==> src/rtl/apb_rr_master_pkg.sv <==
// Shared types and default sizing for the round-robin APB master.
package apb_ctrl_pkg;

  localparam int DEF_ADDR_W  = 32;
  localparam int DEF_DATA_W  = 32;
  localparam int DEF_TIMEOUT = 16;

  typedef enum logic [1:0] {
    IDLE   = 2'd0,
    SETUP  = 2'd1,
    ACCESS = 2'd2
  } state_e;

endpackage

==> src/rtl/apb_rr_master_if.sv <==
// APB requester bus between the round-robin master and the slave side.
interface apb_rr_master_if
  import apb_ctrl_pkg::*;
#(
  parameter int ADDR_W = DEF_ADDR_W,
  parameter int DATA_W = DEF_DATA_W
);

  logic              Psel;
  logic              Penable;
  logic              Pwrite;
  logic [ADDR_W-1:0] Paddr;
  logic [DATA_W-1:0] Pwdata;
  logic [DATA_W-1:0] Prdata;
  logic              Pready;
  logic              Pslverr;

  modport master (
    output Psel, Penable, Pwrite, Paddr, Pwdata,
    input  Prdata, Pready, Pslverr
  );

  modport slave (
    input  Psel, Penable, Pwrite, Paddr, Pwdata,
    output Prdata, Pready, Pslverr
  );

endinterface

==> src/rtl/apb_rr_master_arbiter.sv <==
// Rotating-priority arbiter: searches from ptr upward, wrapping, and moves
// ptr just past the winner whenever a grant is issued.
module apb_rr_arbiter #(
  parameter int NUM_REQ = 4
) (
  input  logic                       clk,
  input  logic                       rst_n,
  input  logic [NUM_REQ-1:0]         req,
  input  logic                       enable,
  output logic [NUM_REQ-1:0]         grant,
  output logic [$clog2(NUM_REQ)-1:0] grant_idx
);

  localparam int IDX_W = $clog2(NUM_REQ);

  logic [IDX_W-1:0] ptr;
  logic             found;

  function automatic logic [IDX_W-1:0] wrap_idx(input logic [IDX_W-1:0] base, input int offset);
    int s;
    s = int'(base) + offset;
    if (s >= NUM_REQ) s = s - NUM_REQ;
    return IDX_W'(s);
  endfunction

  always_comb begin
    grant     = '0;
    grant_idx = '0;
    found     = 1'b0;
    for (int i = 0; i < NUM_REQ; i++) begin
      if (!found && req[wrap_idx(ptr, i)]) begin
        found                   = 1'b1;
        grant_idx               = wrap_idx(ptr, i);
        grant[wrap_idx(ptr, i)] = 1'b1;
      end
    end
    if (!enable) begin
      grant = '0;
    end
  end

  always_ff @(posedge clk or negedge rst_n) begin
    if (!rst_n) begin
      ptr <= '0;
    end else if (enable && found) begin
      ptr <= (grant_idx == IDX_W'(NUM_REQ - 1)) ? '0 : grant_idx + 1'b1;
    end
  end

endmodule

==> src/rtl/apb_rr_master.sv <==
// Round-robin APB master: arbitrates NUM_REQ clients onto one APB port,
// runs SETUP/ACCESS with wait states and a hung-slave timeout.
module apb_rr_master
  import apb_ctrl_pkg::*;
#(
  parameter int NUM_REQ = 4,
  parameter int ADDR_W  = DEF_ADDR_W,
  parameter int DATA_W  = DEF_DATA_W,
  parameter int TIMEOUT = DEF_TIMEOUT
) (
  input  logic                      Pclk,
  input  logic                      Preset,
  input  logic [NUM_REQ-1:0]        req_valid,
  input  logic [NUM_REQ-1:0]        req_write,
  input  logic [NUM_REQ*ADDR_W-1:0] req_addr,
  input  logic [NUM_REQ*DATA_W-1:0] req_wdata,
  output logic [NUM_REQ-1:0]        req_ready,
  output logic [NUM_REQ-1:0]        rsp_valid,
  output logic [DATA_W-1:0]         rsp_rdata,
  output logic                      rsp_slverr,
  apb_rr_master_if.master           apb,
  output state_e                    dbg_state
);

  localparam int IDX_W = $clog2(NUM_REQ);
  localparam int CNT_W = $clog2(TIMEOUT + 1);

  // Handshake: a client command transfers on a rising edge where
  // req_valid[i] & req_ready[i]; req_ready is one-hot and only asserted in a
  // grant window. rsp_valid is a one-cycle pulse with no back-pressure.

  state_e             state_q, state_d;
  logic [CNT_W-1:0]   wait_cnt_q, wait_cnt_d;
  logic               timeout, done, window;
  logic [NUM_REQ-1:0] grant;
  logic [IDX_W-1:0]   grant_idx;

  logic               cmd_write;
  logic [ADDR_W-1:0]  cmd_addr;
  logic [DATA_W-1:0]  cmd_wdata;
  logic [IDX_W-1:0]   cmd_idx;

  logic [ADDR_W-1:0]  addr_arr  [NUM_REQ];
  logic [DATA_W-1:0]  wdata_arr [NUM_REQ];

  for (genvar i = 0; i < NUM_REQ; i++) begin : g_unpack
    assign addr_arr[i]  = req_addr[i*ADDR_W +: ADDR_W];
    assign wdata_arr[i] = req_wdata[i*DATA_W +: DATA_W];
  end

  // A ready slave in the last allowed cycle wins over the timeout.
  assign timeout = (state_q == ACCESS) && !apb.Pready && (wait_cnt_q == CNT_W'(TIMEOUT));
  assign done    = (state_q == ACCESS) && (apb.Pready || timeout);
  assign window  = (state_q == IDLE) || done;

  apb_rr_arbiter #(.NUM_REQ(NUM_REQ)) u_arb (
    .clk       (Pclk),
    .rst_n     (Preset),
    .req       (req_valid),
    .enable    (window && Preset),
    .grant     (grant),
    .grant_idx (grant_idx)
  );

  assign req_ready = grant;

  always_comb begin
    state_d    = state_q;
    wait_cnt_d = wait_cnt_q;
    case (state_q)
      IDLE: begin
        wait_cnt_d = '0;
        state_d    = (|grant) ? SETUP : IDLE;
      end
      SETUP: begin
        wait_cnt_d = CNT_W'(1);
        state_d    = ACCESS;
      end
      ACCESS: begin
        if (done) begin
          wait_cnt_d = '0;
          state_d    = (|grant) ? SETUP : IDLE;
        end else begin
          wait_cnt_d = wait_cnt_q + 1'b1;
        end
      end
      default: begin
        wait_cnt_d = '0;
        state_d    = IDLE;
      end
    endcase
  end

  always_ff @(posedge Pclk or negedge Preset) begin
    if (!Preset) begin
      state_q    <= IDLE;
      wait_cnt_q <= '0;
    end else begin
      state_q    <= state_d;
      wait_cnt_q <= wait_cnt_d;
    end
  end

  always_ff @(posedge Pclk or negedge Preset) begin
    if (!Preset) begin
      cmd_write <= 1'b0;
      cmd_addr  <= '0;
      cmd_wdata <= '0;
      cmd_idx   <= '0;
    end else if (|grant) begin
      cmd_write <= req_write[grant_idx];
      cmd_addr  <= addr_arr[grant_idx];
      cmd_wdata <= wdata_arr[grant_idx];
      cmd_idx   <= grant_idx;
    end
  end

  always_ff @(posedge Pclk or negedge Preset) begin
    if (!Preset) begin
      rsp_valid  <= '0;
      rsp_rdata  <= '0;
      rsp_slverr <= 1'b0;
    end else begin
      rsp_valid  <= done ? (NUM_REQ'(1) << cmd_idx) : '0;
      rsp_rdata  <= (done && apb.Pready && !cmd_write) ? apb.Prdata : '0;
      rsp_slverr <= done && (timeout || apb.Pslverr);
    end
  end

  assign apb.Psel    = (state_q != IDLE);
  assign apb.Penable = (state_q == ACCESS);
  assign apb.Pwrite  = cmd_write;
  assign apb.Paddr   = cmd_addr;
  assign apb.Pwdata  = cmd_wdata;
  assign dbg_state   = state_q;

endmodule

==> src/flat_wrapper.sv <==
// flat-port wrapper written by rule: the top's interface ports become plain ports
module apb_rr_master_flat import apb_ctrl_pkg::*;
#(
  parameter int NUM_REQ = 4,
  parameter int ADDR_W  = DEF_ADDR_W,
  parameter int DATA_W  = DEF_DATA_W,
  parameter int TIMEOUT = DEF_TIMEOUT
)
  (Pclk, Preset, req_valid, req_write, req_addr, req_wdata, req_ready, rsp_valid, rsp_rdata, rsp_slverr, dbg_state, apb_Psel, apb_Penable, apb_Pwrite, apb_Paddr, apb_Pwdata, apb_Prdata, apb_Pready, apb_Pslverr);
  apb_rr_master_if #(.ADDR_W(ADDR_W), .DATA_W(DATA_W)) apb_i ();
  input  logic Pclk;
  input  logic Preset;
  input  logic [NUM_REQ-1:0] req_valid;
  input  logic [NUM_REQ-1:0] req_write;
  input  logic [NUM_REQ*ADDR_W-1:0] req_addr;
  input  logic [NUM_REQ*DATA_W-1:0] req_wdata;
  output logic [NUM_REQ-1:0] req_ready;
  output logic [NUM_REQ-1:0] rsp_valid;
  output logic [DATA_W-1:0] rsp_rdata;
  output logic rsp_slverr;
  output state_e dbg_state;
  output wire logic [$bits(apb_i.Psel)-1:0] apb_Psel;
  output wire logic [$bits(apb_i.Penable)-1:0] apb_Penable;
  output wire logic [$bits(apb_i.Pwrite)-1:0] apb_Pwrite;
  output wire logic [$bits(apb_i.Paddr)-1:0] apb_Paddr;
  output wire logic [$bits(apb_i.Pwdata)-1:0] apb_Pwdata;
  input wire logic [$bits(apb_i.Prdata)-1:0] apb_Prdata;
  input wire logic [$bits(apb_i.Pready)-1:0] apb_Pready;
  input wire logic [$bits(apb_i.Pslverr)-1:0] apb_Pslverr;
  assign apb_Psel = apb_i.Psel;
  assign apb_Penable = apb_i.Penable;
  assign apb_Pwrite = apb_i.Pwrite;
  assign apb_Paddr = apb_i.Paddr;
  assign apb_Pwdata = apb_i.Pwdata;
  assign apb_i.Prdata = apb_Prdata;
  assign apb_i.Pready = apb_Pready;
  assign apb_i.Pslverr = apb_Pslverr;
  apb_rr_master #(.NUM_REQ(NUM_REQ), .ADDR_W(ADDR_W), .DATA_W(DATA_W), .TIMEOUT(TIMEOUT)) u_core (.Pclk(Pclk), .Preset(Preset), .req_valid(req_valid), .req_write(req_write), .req_addr(req_addr), .req_wdata(req_wdata), .req_ready(req_ready), .rsp_valid(rsp_valid), .rsp_rdata(rsp_rdata), .rsp_slverr(rsp_slverr), .apb(apb_i), .dbg_state(dbg_state));
endmodule
==> config.mk <==
export PLATFORM = sky130hd
export DESIGN_NAME = apb_rr_master_flat
export DESIGN_NICKNAME = d
export VERILOG_FILES = /design/src/rtl/apb_rr_master_pkg.sv /design/src/rtl/apb_rr_master_if.sv /design/src/rtl/apb_rr_master_arbiter.sv /design/src/rtl/apb_rr_master.sv /design/src/flat_wrapper.sv
export SDC_FILE = /design/constraint.sdc
export NUM_CORES = 1
export LEC_CHECK = 0
export CORE_AREA = 2 2 159 161
export DETAILED_ROUTE_END_ITERATION = 10
export DIE_AREA = 0 0 161 163
export DONT_BUFFER_PORTS = 1
export PLACE_DENSITY = 0.49
export RECOVER_POWER = 50
export SLEW_MARGIN = 20
export SYNTH_ARGS = -nofsm -noshare
export SYNTH_HDL_FRONTEND = slang
export SYNTH_SLANG_ARGS = --single-unit
==> constraint.sdc <==
create_clock -name Pclk -period 4 [get_ports Pclk]
set_input_delay 0.6 -clock Pclk [delete_from_list [all_inputs] [get_ports Pclk]]
set_output_delay 0.6 -clock Pclk [all_outputs]
set_load 0.03 [all_outputs]
Word level (Yosys, flattened, before mapping). Index checks and enable logic that the tools add are counted.

Eq/ne operators: 5. $add $sub $neg: 9. Bitwise logic cells: 4. Reduce and logical (&&, ||, !) cells: 26. $lt $le $gt $ge: 18. Muxes and demuxes: 53. Shifts and indexed selects: 1.

Operators by type and width (count): two-way mux 32 bit (5); binary-select mux 32 bit (select 2 bit) (2); two-way mux 2 bit (14); < comparator 2 x 3 -> 1 bit, second input constant (9); two-way mux 4 bit (6); logical AND 1 bit (15); two-way mux 1 bit (14); greater-or-equal comparator 3 bit, second input constant (4); OR 4 bit (3); binary-select mux 1 bit (select 2 bit) (5); case mux 5 bit (2 select lines) (1); demux 1 bit (select 2 bit) (4); greater-or-equal comparator 2 x 1 -> 1 bit, second input constant (4); subtractor 2 x 1 -> 2 bit, second input constant (4); adder 2 x 2 -> 3 bit, second input constant (2); case mux 2 bit (3 select lines) (1); adder 5 x 1 -> 5 bit, second input constant (1); == test 5 bit, second input constant (1); zero test 1 bit (5); two-way mux 5 bit (1); == test 2 bit, second input constant (2); OR reduction 4 bit (1); left shift 1 x 2 -> 4 bit, first input constant (1); adder 2 x 1 -> 3 bit, second input constant (1); other kinds (8) (10).

Register bits: 113. Word-level logic and storage cells: 126.

Depth between registers and ports, before layout.
Word-level depth: 25. Gate-level depth with buffers: 12. Depth with buffers taken out: 8.

Hierarchy. From an unflattened synthesis, not the netlist that was laid out.

Cell total of the unflattened synthesis: 402. Area total of the unflattened synthesis: 6263.5 um2.

By module, submodules not included: apb_rr_master (sequential area each 2777.7 um2, times used 1, area an instance 5656.7 um2, cells an instance 342); apb_rr_arbiter (sequential area each 50.0 um2, times used 1, area an instance 606.8 um2, cells an instance 60).

Least setup slack after synthesis. OpenSTA, ideal clock, no wires.

Path type: register to register. From: reg (tool-made name). To: reg u_core.cmd_wdata[20], in the netlist u_core.apb.Pwdata[20]. Arrival time: 3.471 ns. Stages on the path, launching flop included: 12. Required time: 3.872 ns. Setup slack: 0.401 ns. Library setup time: 0.128 ns. Path through: dfrtp_1 > buf_2 > inv_1 > ha_1 > clkbuf_1 > mux4_2 > or3_1 > o22ai_1 > buf_4 > buf_2 > mux4_2 > mux2_1.

RTL lines: end signal: assignment (RTL line apb_rr_master.sv:113) `cmd_wdata <= wdata_arr[grant_idx];`; end: declaration (RTL line apb_rr_master.sv:40) `logic [DATA_W-1:0] cmd_wdata;`.

Final worst setup path.
From: reg u_core.u_arb.ptr[1]. To: out req_ready[3].

Word-level cells in the longest chain between the ends: 15.

RTL lines: start: declaration (RTL line apb_rr_master_arbiter.sv:16) `logic [IDX_W-1:0] ptr;`; start signal: assignment (RTL line apb_rr_master_arbiter.sv:46) `ptr <= (grant_idx == IDX_W'(NUM_REQ - 1)) ? '0 : grant_idx + 1'b1;`; adder 2 x 1 -> 3 bit, or another cell as far along (RTL line apb_rr_master_arbiter.sv:21) `s = int'(base) + offset;`; greater-or-equal comparator 3 bit, or another cell as far along (RTL line apb_rr_master_arbiter.sv:22) `if (s >= NUM_REQ) s = s - NUM_REQ;`; two-way mux 2 bit, or another cell as far along (RTL line apb_rr_master_arbiter.sv:22); two-way mux 2 bit, or another cell as far along (RTL line apb_rr_master_arbiter.sv:31) `if (!found && req[wrap_idx(ptr, i)]) begin`; < comparator 2 x 3 -> 1 bit (implied by the code), or another cell as far along (RTL line apb_rr_master_arbiter.sv:34) `grant[wrap_idx(ptr, i)] = 1'b1;`; logical AND 1 bit (implied by the code), or another cell as far along (RTL line apb_rr_master_arbiter.sv:34); two-way mux 1 bit (implied by the code), or another cell as far along (RTL line apb_rr_master_arbiter.sv:34); demux 1 bit (select 2 bit), or another cell as far along (RTL line apb_rr_master_arbiter.sv:34); OR 4 bit (no line) or zero test 1 bit (tied branches); two-way mux 4 bit or logical AND 1 bit (tied branches) (RTL line apb_rr_master_arbiter.sv:31); OR 4 bit (no line) or two-way mux 1 bit (tied branches); two-way mux 4 bit or zero test 1 bit (tied branches) (RTL line apb_rr_master_arbiter.sv:31); OR 4 bit (no line) or logical AND 1 bit (tied branches); two-way mux 4 bit (*) (RTL line apb_rr_master_arbiter.sv:31); two-way mux 4 bit (*) (RTL line apb_rr_master_arbiter.sv:37) `if (!enable) begin`; end: declaration (RTL line flat_wrapper.sv:17) `output logic [NUM_REQ-1:0] req_ready;`.

Every way passes the cells marked *; elsewhere a longest branch is shown, timed or not. The select of a mux whose other input is x is not followed.

==> impl_summary.log <==
[metrics] number of top-level pins: between 400 and 500
[metrics] Top delay family on crit path: simple AND/OR/NAND/NOR gates
[metrics] max frequency: around 260 MHz
[metrics] Mapped Avg Cell Area: 14.9 µm²
[metrics] Buffers on Ports: 0
[metrics] leakage power figure: a little under 3 nW
[metrics] Site Rows: 58
[metrics] fin. max-slew vios: 114
[metrics] max-cap check violation count: 1
[metrics] Hold Slack: around 0.31 ns
[metrics] H-Tree Depth: 4
[metrics] post-synthesis register bit count: between 100 and 150
[metrics] number of distinct library cells after synthesis: 41
[metrics] Worst IR Drop VDD: 475 µV
[metrics] total number of vias: roughly 3900
[metrics] number of enable-type register cells in the synthesized netlist: 0
[metrics] die width: 161 µm
[metrics] cell count of the worst hold path: 1
[metrics] clock latency on the worst-skew pair: 0.41 ns
[metrics] Finished Layout Cells: approximately 780
[metrics] startpoint of the most critical hold path: apb_Prdata[19]
[metrics] placed wire-length estimate after detailed placement: between 10000 and 15000 µm
[metrics] global-route usage over all layers: between 10% and 20%
[metrics] Setup Crit Path Kind: flip-flop to output port
[metrics] Hold Path End: u_core.rsp_rdata[19]
[metrics] floorplan core area: roughly 0.025 mm²
[metrics] crit path max-delay cell type: sky130_fd_sc_hd__dfrtp_2
[metrics] min Tclk post-route: around 3.8 ns
[metrics] clock slew at reported path FFs: 0.07 ns
[metrics] CP Data Required Time: between 3 and 4 ns
[metrics] class of the most critical hold timing path: input port to flip-flop
[metrics] Post-Synthesis Cells: 424
[metrics] routed len/inst: 24.2 µm
[metrics] placed cell count: ~740
[metrics] largest net degree at the start of global routing: about 110
[metrics] buffer type at the clock tree root: sky130_fd_sc_hd__clkbuf_16
[metrics] worst flop-to-flop path endpoint: u_core.apb.Paddr[21]
[metrics] unrepaired setup endpoints after global routing: no
[metrics] number of remaining DRC errors: 0
[metrics] fraction of the cycle the final worst path needs: a little over nine tenths
[metrics] Mapped Area: roughly 0.0063 mm²
[metrics] first-pass GRT wire length: between 20000 and 30000 µm
[metrics] biggest area contributors in the synthesized netlist: sky130_fd_sc_hd__dfrtp_1 45%, sky130_fd_sc_hd__mux4_2 24%, sky130_fd_sc_hd__mux2_2 12%
[metrics] die outline area: 0.0262 mm²
[metrics] element type at the critical path start: flip-flop
[metrics] number of DRC markers after the initial detailed-route iteration: about 220
[metrics] Seq. cell area: 0.00283 mm²
[metrics] Pwr Density: ~1100 mW/mm²
[metrics] gp weighted congestion: approximately 0.87
[metrics] top cell type's share of synthesized area: around 45%
[metrics] routed vias/inst: 5.02
[metrics] share of layout cells above drive strength 1: approximately two fifths
[metrics] Crit Reg-Reg Startpoint: u_core.u_arb.ptr[1]
[metrics] Sink Count: between 100 and 150
[metrics] count of endpoints failing hold in the final timing report: 0
[metrics] most repeated cell in the gate-level netlist after synthesis: sky130_fd_sc_hd__dfrtp_1
[metrics] Post-Synthesis Net Count: ~740
[metrics] portion of the post-synthesis area used by sequential elements: between 40% and 50%
[metrics] longest individual stage delay on the worst path: a little over 0.5 ns
[metrics] endpoint class of the critical path: output port
[metrics] CTS max path bufs: 2
[metrics] Net count, final: around 740
[metrics] filler cell count: ~2500
[metrics] multi-input gate area in the final layout: 0.00331 mm²
[metrics] worst path buffer plus inverter count: 2
[metrics] initial cell density of the core: between 20% and 30%
[metrics] cell repeated most along the worst path: sky130_fd_sc_hd__nor2_1
[metrics] antenna violations before repair: 7
[metrics] Reg2Reg Setup Slack: ~0.48 ns
[metrics] endpoint arrival time on the critical path: between 3 and 4 ns
[metrics] CTS tree: yes
[metrics] Setup Skew: ~0.012 ns
[metrics] Routed Wire Length: around 19000 µm
[metrics] failing checks: capacitance limit, slew limit
[metrics] cell taking the most area after synthesis: sky130_fd_sc_hd__dfrtp_1
[metrics] DRT Pass-1 Iters: 4
[metrics] die height: approximately 160 µm
[metrics] crit-path cells: inv_1 -> ha_1 -> mux4_2 -> or3_1 -> nor2_1 -> a21oi_1 -> nor2_1 -> buf_4
[metrics] Finish-stage setup viols: 0
[metrics] transition time at the pin with the least slew margin: 2.92 ns
[metrics] Max transition margin: -94.8%
[metrics] vias in the first global route: between 4000 and 5000
[metrics] count of antenna-violating nets left after detailed routing: 0
[metrics] area growth from synthesis to layout: 15.9%
[metrics] yosys synthesis warning count: 0
[metrics] Overflow after GRT: 0
[metrics] clock buffer count from CTS: 17
[metrics] largest fanout of any net on the critical path: 12
[metrics] commonest register cell after synthesis: sky130_fd_sc_hd__dfrtp_1
[metrics] sum of negative setup slack: 0 ns
[metrics] outcome: finished, violations left
[metrics] FF-to-FF path depth: 9
[metrics] leading cell types by count after synthesis: 113 x sky130_fd_sc_hd__dfrtp_1, 68 x sky130_fd_sc_hd__mux4_2, 66 x sky130_fd_sc_hd__mux2_2
[metrics] ys async rst share: 100%
## through the flow
step / utilization [%] / total power [mW] / worst slack (ns) / instance area (µm²)
after floorplan: - / 5.65 / 0.401 / 6310
after global placement: 27.2 / 6.21 / 0.458 / 6700
after detailed placement: 27.2 / 6.36 / 0.311 / 6700
after CTS: 29.7 / 7.97 / 0.0752 / 7320
after global routing: 29.6 / 8.30 / 0.0868 / 7310
final: 29.7 / 7.84 / 0.201 / 7320
## cell families (layout without fill, tap and decap cells)
family / after synthesis / count (layout) / share of synthesized area (%)
XOR/XNOR: 5 / 5 / 0.694
AND/OR/NAND/NOR: 84 / 84 / 7.16
AO/OA/AOI/OAI: 26 / 26 / 3.05
multiplexers: 148 / 148 / 38.5
buffers and inverters: 35 / 52 / 3.19
adder cells (fa/ha/maj): 13 / 13 / 2.58
other: 0 / 5 / 0
flip-flops: 113 / 113 / 44.8
## metal layers
layer	share of wire, %	GRT usage, %	vias to the layer above
met1	38	16.0	2011
met2	52	23.4	254
li1	-	-	1618
met3	9.0	4.91	11
met4	1.2	4.06	2
met5	0.069	0	-
## repair_timing
| action | 4_1_cts | 5_1_grt |
|---|---|---|
| endpoints found under the setup margin | 0 | 4 |
| hold buffers | 1 | 0 |
| buffers inserted | 0 | 0 |
| gates resized for setup | 0 | 1 |
| hold endpoints to repair | 113 | 0 |
## layout by cell type, fill, tap and decap left out, drive strengths merged, types with 10 or more instances in the layout
master / netlist / final
ha: 13 / 13
inv: 8 / 18
dfrtp: 113 / 113
buf: 23 / 11
mux2: 72 / 72
nand2: 10 / 10
clkbuf: 4 / 18
and2: 33 / 33
nor2: 23 / 23
mux4: 68 / 68
## where the power goes
part	total [mW]	leakage (nW)	internal [mW]	switching, mW
registers	2.66	1.42	1.56	1.10
logic	3.63	1.23	2.01	1.62
clock network	1.54	0.288	0.892	0.652
## cell type report
cell class                 count  area share (%)
clock buffer                  17            5.81
inverter                       8           0.410
sequential                   113            38.7
tap                          330            5.64
timing repair buffer          12            1.71
antenna                        5           0.171
multi-input combinational    276            45.3
clock inverter                15            2.29
## state kept, by name (all words and copies together), names as in the netlist, named ones only
register           flops
u_core.rsp_slverr      1
u_core.wait_cnt_q      5
u_core.rsp_rdata      32
u_core.rsp_valid       4
u_core.u_arb.ptr       1
u_core.dbg_state       2
u_core.apb.Pwrite      1
u_core.cmd_idx         2
u_core.apb.Paddr      32
u_core.apb.Pwdata     32
## how the worst max path moves through the flow
stage                            end                start  slack (ns)  cells past startpoint
2_1_floorplan  u_core.apb.Pwdata[20]            flip-flop        0.40                     11
3_3_place_gp    u_core.apb.Paddr[25]  u_core.u_arb.ptr[1]        0.46                      9
3_5_place_dp    u_core.apb.Paddr[20]  u_core.u_arb.ptr[1]        0.31                      9
4_1_cts                 req_ready[3]  u_core.u_arb.ptr[1]        0.08                      8
5_1_grt                 req_ready[3]  u_core.u_arb.ptr[1]        0.09                      8
6_report                req_ready[3]  u_core.u_arb.ptr[1]        0.20                      8
Note: power is estimated with default switching activity, not from simulation.
